$ cat config.mk
export PLATFORM = sky130hd
export DESIGN_NAME = pipe_skid_reg
export DESIGN_NICKNAME = d
export VERILOG_FILES = /design/src/rtl/pipe_skid_reg.sv
export SDC_FILE = /design/constraint.sdc
export NUM_CORES = 1
export LEC_CHECK = 0
export CORE_UTILIZATION = 45
export DETAILED_ROUTE_END_ITERATION = 10
export PLACE_DENSITY_LB_ADDON = 0.25
export RECOVER_POWER = 100
export SETUP_SLACK_MARGIN = 0.1
export SLEW_MARGIN = 20
export SYNTH_ARGS = -nofsm -noshare
export SYNTH_HDL_FRONTEND = slang
export SYNTH_SLANG_ARGS = --single-unit
$ cat constraint.sdc
create_clock -name clk_i -period 1.5 [get_ports clk_i]
set_input_delay 0.15 -clock clk_i [delete_from_list [all_inputs] [get_ports clk_i]]
set_output_delay 0.15 -clock clk_i [all_outputs]
set_load 0.05 [all_outputs]
$ cat src/rtl/pipe_skid_reg.sv
// Inter-stage pipeline register with valid/ready handshake, synchronous flush and
// an optional 2-entry skid buffer that keeps in_ready_o off any combinational path.
module pipe_skid_reg #(
  parameter int                 DATA_W  = 107,
  parameter bit                 SKID_EN = 1'b1,
  parameter logic [DATA_W-1:0]  RST_VAL = '0
) (
  input  logic              clk_i,
  input  logic              rst_ni,
  input  logic              flush_i,
  input  logic              in_valid_i,
  output logic              in_ready_o,
  input  logic [DATA_W-1:0] in_data_i,
  output logic              out_valid_o,
  input  logic              out_ready_i,
  output logic [DATA_W-1:0] out_data_o,
  output logic [1:0]        occ_o
);

  typedef enum logic [1:0] {
    EMPTY = 2'd0,
    ONE   = 2'd1,
    FULL  = 2'd2
  } state_e;

  generate
    if (SKID_EN) begin : g_skid
      state_e              state_q, state_d;
      logic [DATA_W-1:0]   main_q, main_d;
      logic [DATA_W-1:0]   skid_q, skid_d;
      logic                in_ready_q, in_ready_d;
      logic                in_fire, out_fire;

      assign in_fire  = in_valid_i & in_ready_q;
      assign out_fire = (state_q != EMPTY) & out_ready_i;

      always_comb begin
        state_d = state_q;
        main_d  = main_q;
        skid_d  = skid_q;
        case (state_q)
          EMPTY: begin
            if (in_fire) begin
              state_d = ONE;
              main_d  = in_data_i;
            end
          end
          ONE: begin
            if (in_fire && out_fire) begin
              main_d = in_data_i;
            end else if (in_fire) begin
              state_d = FULL;
              skid_d  = in_data_i;
            end else if (out_fire) begin
              state_d = EMPTY;
            end
          end
          FULL: begin
            if (out_fire) begin
              state_d = ONE;
              main_d  = skid_q;
            end
          end
          default: state_d = EMPTY;
        endcase
        // Flush discards both held entries and anything offered this cycle.
        if (flush_i) begin
          state_d = EMPTY;
          main_d  = RST_VAL;
          skid_d  = RST_VAL;
        end
        in_ready_d = (state_d != FULL);
      end

      always_ff @(posedge clk_i or negedge rst_ni) begin
        if (!rst_ni) begin
          state_q    <= EMPTY;
          main_q     <= RST_VAL;
          skid_q     <= RST_VAL;
          in_ready_q <= 1'b0;
        end else begin
          state_q    <= state_d;
          main_q     <= main_d;
          skid_q     <= skid_d;
          in_ready_q <= in_ready_d;
        end
      end

      assign in_ready_o  = in_ready_q;
      assign out_valid_o = (state_q != EMPTY);
      assign out_data_o  = main_q;
      assign occ_o       = state_q;
    end else begin : g_single
      logic                valid_q, valid_d;
      logic [DATA_W-1:0]   main_q, main_d;
      logic                live_q;
      logic                in_ready;
      logic                in_fire, out_fire;

      // live_q keeps in_ready low until the first edge after reset release.
      assign in_ready = live_q & (~valid_q | out_ready_i);
      assign in_fire  = in_valid_i & in_ready;
      assign out_fire = valid_q & out_ready_i;

      always_comb begin
        valid_d = valid_q;
        main_d  = main_q;
        if (in_fire) begin
          valid_d = 1'b1;
          main_d  = in_data_i;
        end else if (out_fire) begin
          valid_d = 1'b0;
        end
        if (flush_i) begin
          valid_d = 1'b0;
          main_d  = RST_VAL;
        end
      end

      always_ff @(posedge clk_i or negedge rst_ni) begin
        if (!rst_ni) begin
          valid_q <= 1'b0;
          main_q  <= RST_VAL;
          live_q  <= 1'b0;
        end else begin
          valid_q <= valid_d;
          main_q  <= main_d;
          live_q  <= 1'b1;
        end
      end

      assign in_ready_o  = in_ready;
      assign out_valid_o = valid_q;
      assign out_data_o  = main_q;
      assign occ_o       = {1'b0, valid_q};
    end
  endgenerate

endmodule

# --- Word level (Yosys, flattened, before mapping) ---
# Cells that the tools add are included.
op_classes:
  n_eq_ne: 7
  muxes: 15
  bitwise: 2
  reduce_logical: 8
op_table:
  columns: ["operator", "n"]
  rows:
  - ["$mux W107", 7]
  - ["$pmux W107 S3", 1]
  - ["$mux W2", 6]
  - ["$ne A3 B3 Y1 const B", 3]
  - ["$pmux W2 S3", 1]
  - ["$reduce_bool A2 Y1", 3]
  - ["$ne A2 B2 Y1 const B", 2]
  - ["$reduce_and A4 Y1", 1]
  - ["$reduce_bool A4 Y1", 1]
  - ["$reduce_and A3 Y1", 1]
  - ["$and A1 B1 Y1", 2]
  - ["$eq A2 B1 Y1 const B", 1]
  - ["$eq A2 B2 Y1 const B", 1]
  - ["$logic_not A2 Y1", 1]
  - ["$logic_and A1 B1 Y1", 1]
totals:
  ff_bits: 217
  input_bits: 112
  word_cells: 36

# --- Logic depth before layout (Yosys ltp) ---
logic_depth:
  word_depth: 8
  ltp_mapped: 7
  depth_no_buf: 4

# --- Worst setup path after synthesis ---
# No wires, ideal clock.
synth_timing:
  path_type: "flip-flop to flip-flop"
  startpoint: "reg g_skid.in_ready_q (netlist: in_ready_o)"
  endpoint: "reg g_skid.main_q[12] (netlist: out_data_o[12])"
  setup_ns: 0.145
  arrival_ns: 1.707
  t_required_ns: 1.355
  setup_slack_ns: -0.352
  path_stages_with_launch: 8
  n_path_buf: 3
  period_less_slack_ns: 1.852
  cell_sequence: "dfrtp_1 > nand2_1 > o311a_1 > buf_2 > buf_2 > buf_2 > nand2_1 > o31ai_2"
synth_via:
  elab_chain_cells: 4
  word_cells_on_any_way: 5
  classes_between: "2 x eq/ne; 1 x bitwise; 2 x reduce/logical"
synth_lines:
  columns: ["element", "line_no", "text"]
  rows:
  - ["start, declared", "31", "logic in_ready_q, in_ready_d;"]
  - ["start signal, assigned", "85", "in_ready_q <= in_ready_d;"]
  - ["$and A1 B1 Y1 *", "34", "assign in_fire = in_valid_i & in_ready_q;"]
  - ["$logic_and A1 B1 Y1", "49", "if (in_fire && out_fire) begin"]
  - ["$ne A3 B3 Y1 (no source line)", null, null]
  - ["$reduce_and A4 Y1 (no source line) *", null, null]
  - ["end signal, assigned", "83", "main_q <= main_d;"]
  - ["end, declared", "29", "logic [DATA_W-1:0] main_q, main_d;"]
# Every way passes the cells marked *; elsewhere a longest branch is shown, timed or not.
# A chain may end at the register's enable or synchronous reset.

# --- Final worst setup path ---
layout_timing:
  startpoint: "reg g_skid.state_q[0] (netlist: occ_o[0])"
  endpoint: "reg g_skid.main_q[67] (netlist: out_data_o[67])"
layout_via:
  elab_chain_cells: 5
  word_cells_on_any_way: 13
  classes_between: "5 x eq/ne; 2 x mux; 1 x bitwise; 5 x reduce/logical"
layout_lines:
  columns: ["element", "line_no", "text"]
  rows:
  - ["start, declared", "28", "state_e state_q, state_d;"]
  - ["start signal, assigned", "82", "state_q <= state_d;"]
  - ["$reduce_bool A2 Y1", "35", "assign out_fire = (state_q != EMPTY) & out_ready_i;"]
  - ["$and A1 B1 Y1", "35", null]
  - ["$logic_and A1 B1 Y1", "49", null]
  - ["$ne A3 B3 Y1 (no source line)", null, null]
  - ["$reduce_and A4 Y1 (no source line)", null, null]
# Several ways; a longest one is shown, not always the timed one.

==> key figures <==
STA
  – Min setup slack post-route: -101.9 ps
  – Period utilization: 106.8%
  – Final Hold Fails: 0
  – Slew HR: between 40% and 50%
  – Final setup viols: about 200
  – RSZ-0062 raised after global routing: yes
  – Slew Limit Fails: 0
  – Final TNS setup: -9536 ps
  – Slew @ Worst Pin: between 700 and 800 ps
  – Min Clock Period, post-route: approximately 1600 ps
  – Final Skew: roughly 12 ps
  – Max Fclk: 624.3 MHz

Synth
  – Net Count, Synth: 845
  – Asr flop ratio synth: 100.0%
  – #FFs+latches synth: 217
  – Largest cells by area after synthesis: dfrtp_1 57%, mux2i_1 11%, a22o_1 9.9%
  – Yosys warning count: 0
  – Synth top area share: a little under three fifths
  – Synth Instances: around 730
  – Register area share after synthesis: 57.44%
  – Number of flops mapped to enable cells by yosys: 0
  – Mean post-synth cell area: ~13 um2
  – Main synth FF type: dfrtp_1
  – Synthesized cell area: 9454 um2
  – Yosys top cell by area: dfrtp_1
  – Post-synth cell types: 24

Placed design
  – DP Wirelength: ~15,000 um
  – Placed cells: roughly 1.2k
  – I/O Buffers: about 220
  – GPL Wtd Cong: 0.7494

Clocking
  – CTS tree: yes
  – Number of clock sinks: around 220
  – H-Tree Depth: 1
  – Clk slew on worst S/H paths: roughly 60 ps
  – CTS max path bufs: 3
  – Worst-Skew Late Latency: between 500 and 600 ps
  – CTS Root Cell: clkbuf_16
  – Num CTS Buffers: 23

Routing
  – First-pass DRT Iterations: 4
  – Wire per inst: between 15 and 20 um
  – Antenna Violating Nets Remaining: 0
  – Total number of vias: 7,050
  – Drt via density: about 5.5
  – Initial drt markers: 368
  – DRC errors left: 0
  – Final WL: around 25,000 um

Run status
  – Status: finished, violations left
  – Failing checks: negative setup slack

Power and ir drop
  – Static Leakage: approximately 0.006 uW
  – Internal cell power: 11,210 uW
  – Clk pwr share: 39.9%
  – Power Total: between 15,000 and 20,000 uW
  – Comb power frac: between 10% and 20%
  – Peak VDD IR: about 0.79 mV
  – Sequential Power Share: about two fifths
  – Power density over cell area: about 1200 nW/um2
  – Switching Power: about 4500 uW
  – Net Sw Frac: 28.82%

Setup path
  – Crit Path Class: flip-flop to flip-flop
  – Worst R2R Start: occ_o[0]$_DFF_PN0_
  – Reg2Reg Setup Slack: -100 ps
  – Startpoint types: flip-flop
  – CP Max Fanout: 50
  – Worst r2r path cells: 4
  – Critical path arrival: approximately 2000 ps
  – Req. time, crit path: approximately 1900 ps
  – FF-to-FF End: out_data_o[67]$_DFFE_PN0P_
  – Setup crit end kind: flip-flop
  – CP startpoint: occ_o[0]$_DFF_PN0_

Hold path
  – Worst min path class: input port to asynchronous set/reset pin

Cells and area
  – Most frequent cells in the layout: 214 x dfrtp_1, 109 x clkdlybuf4s50_1, 109 x clkbuf_2
  – Nets@finish: 1,100
  – Area grow syn2layout: 41.85%
  – # diodes: 0
  – Cell Count, Final, Fillers Out: between 1k and 1.5k
  – Ratio of cells with drive above 1 in the final layout: 32.64%
  – Commonest non-fill, non-tap cell in the layout: dfrtp_1

Floorplanning
  – Initial Util: a little under half
  – FP Rows: 52
  – Core Box Area: between 20,000 and 25,000 um2
  – Die ar.: roughly 22,000 um2
  – Die Wd: 146.9 um
  – Die H: 146.9 um
  – Top-Level Pins: between 200 and 250

Global route
  – Overall routing resource usage: around 23%
  – Overflow after GRT: 0
  – Vias in the first global route: roughly 7k
  – Antenna violations before repair: 0
  – First-pass GRT wire length: between 30,000 and 40,000 um
  – Largest net degree at the start of global routing: approximately 110

Flow run
  – Max_cap viols: 0
==> layout make-up <==
cell class	instances	area, um2
multi-input cells	444	3805
clock inverters	12	191.4
clock buffers	30	651.9
repair buffers	300	2983
well taps	270	337.8
inverters	2	7.507
fillers	1570	7019
flip-flops and latches	217	5434
==> cell families (layout without fill, tap and decap cells) <==
family / Yosys count / count (layout) / share of synthesized area, %
flip-flops: 217 / 217 / 57.44
AO/OA/AOI/OAI: 219 / 219 / 21.61
AND/OR/NAND/NOR: 116 / 117 / 4.910
multiplexers: 108 / 108 / 11.43
buffers and inverters: 73 / 344 / 4.606
==> synth_stat cells, types with 2 or more instances <==
cell type	instances
dfrtp_1	217
nand2_1	108
buf_2	39
o31ai_1	54
a22o_1	107
clkbuf_1	9
a21oi_1	2
buf_4	6
buf_6	12
mux2i_1	108
o31ai_2	53
inv_1	2
buf_1	5
==> worst max path at each step <==
stage	slack, ps	endpoint	depth (start not counted)
2_1_floorplan	-170	out_data_o[12]$_DFFE_PN0P_	6
3_3_place_gp	-230	out_data_o[78]$_DFFE_PN0P_	5
3_5_place_dp	-280	out_data_o[81]$_DFFE_PN0P_	5
4_1_cts	-90	out_valid_o	3
5_1_grt	-160	out_data_o[100]$_DFFE_PN0P_	6
6_report	-100	out_data_o[67]$_DFFE_PN0P_	4
==> metrics by stage <==
stage                     util, %  hold WS [ps]  worst slack (ps)  area [um2]
after floorplan                 -        -145.6            -167.3        9544
after global placement      58.99         76.60            -232.8       12050
after detailed placement    58.99         79.49            -284.6       12050
after CTS                   65.83         102.4            -88.15       13450
after global routing        65.64         255.7            -163.0       13410
final                       65.64         246.6            -101.9       13410
==> per-layer routing <==
layer	global-route usage, %	vias to the layer above	share of wire (%)
li1	-	3249	-
met1	32.41	3549	44
met2	34.72	213	46
met3	6.273	39	7.8
met4	5.464	0	1.9
met5	0	-	0
==> power groups by stage <==
stage	Clock (uW)	Combinational, uW	Sequential (uW)
floorplan	0	853	7420
global placement	0	2990	6490
detailed placement	0	3020	6500
CTS	6390	3180	6400
global route	6620	3250	6440
finish	6280	3070	6400
==> flip-flops by register name, indices dropped and copies added, names as in the netlist <==
signal / cells
g_skid.skid_q: 107
in_ready_o: 1
occ_o: 2
out_data_o: 107
==> timing repair <==
action                                  in CTS  in global routing
endpoints found under the hold margin      220                  0
cloned                                      10                  5
buffers inserted                            12                  2
hold buffers                                 2                  0
resized for setup                           51                 33
pin swaps                                   39                 10
endpoints found under the setup margin     216                220
==> worst max-delay path: stages (launching register included) <==
cell and delay [ps]:
dfrtp_2 430, nor2b_4 140, o311a_4 410, buf_12 220
o31ai_1 270
Power figures use the tool's default switching activity.
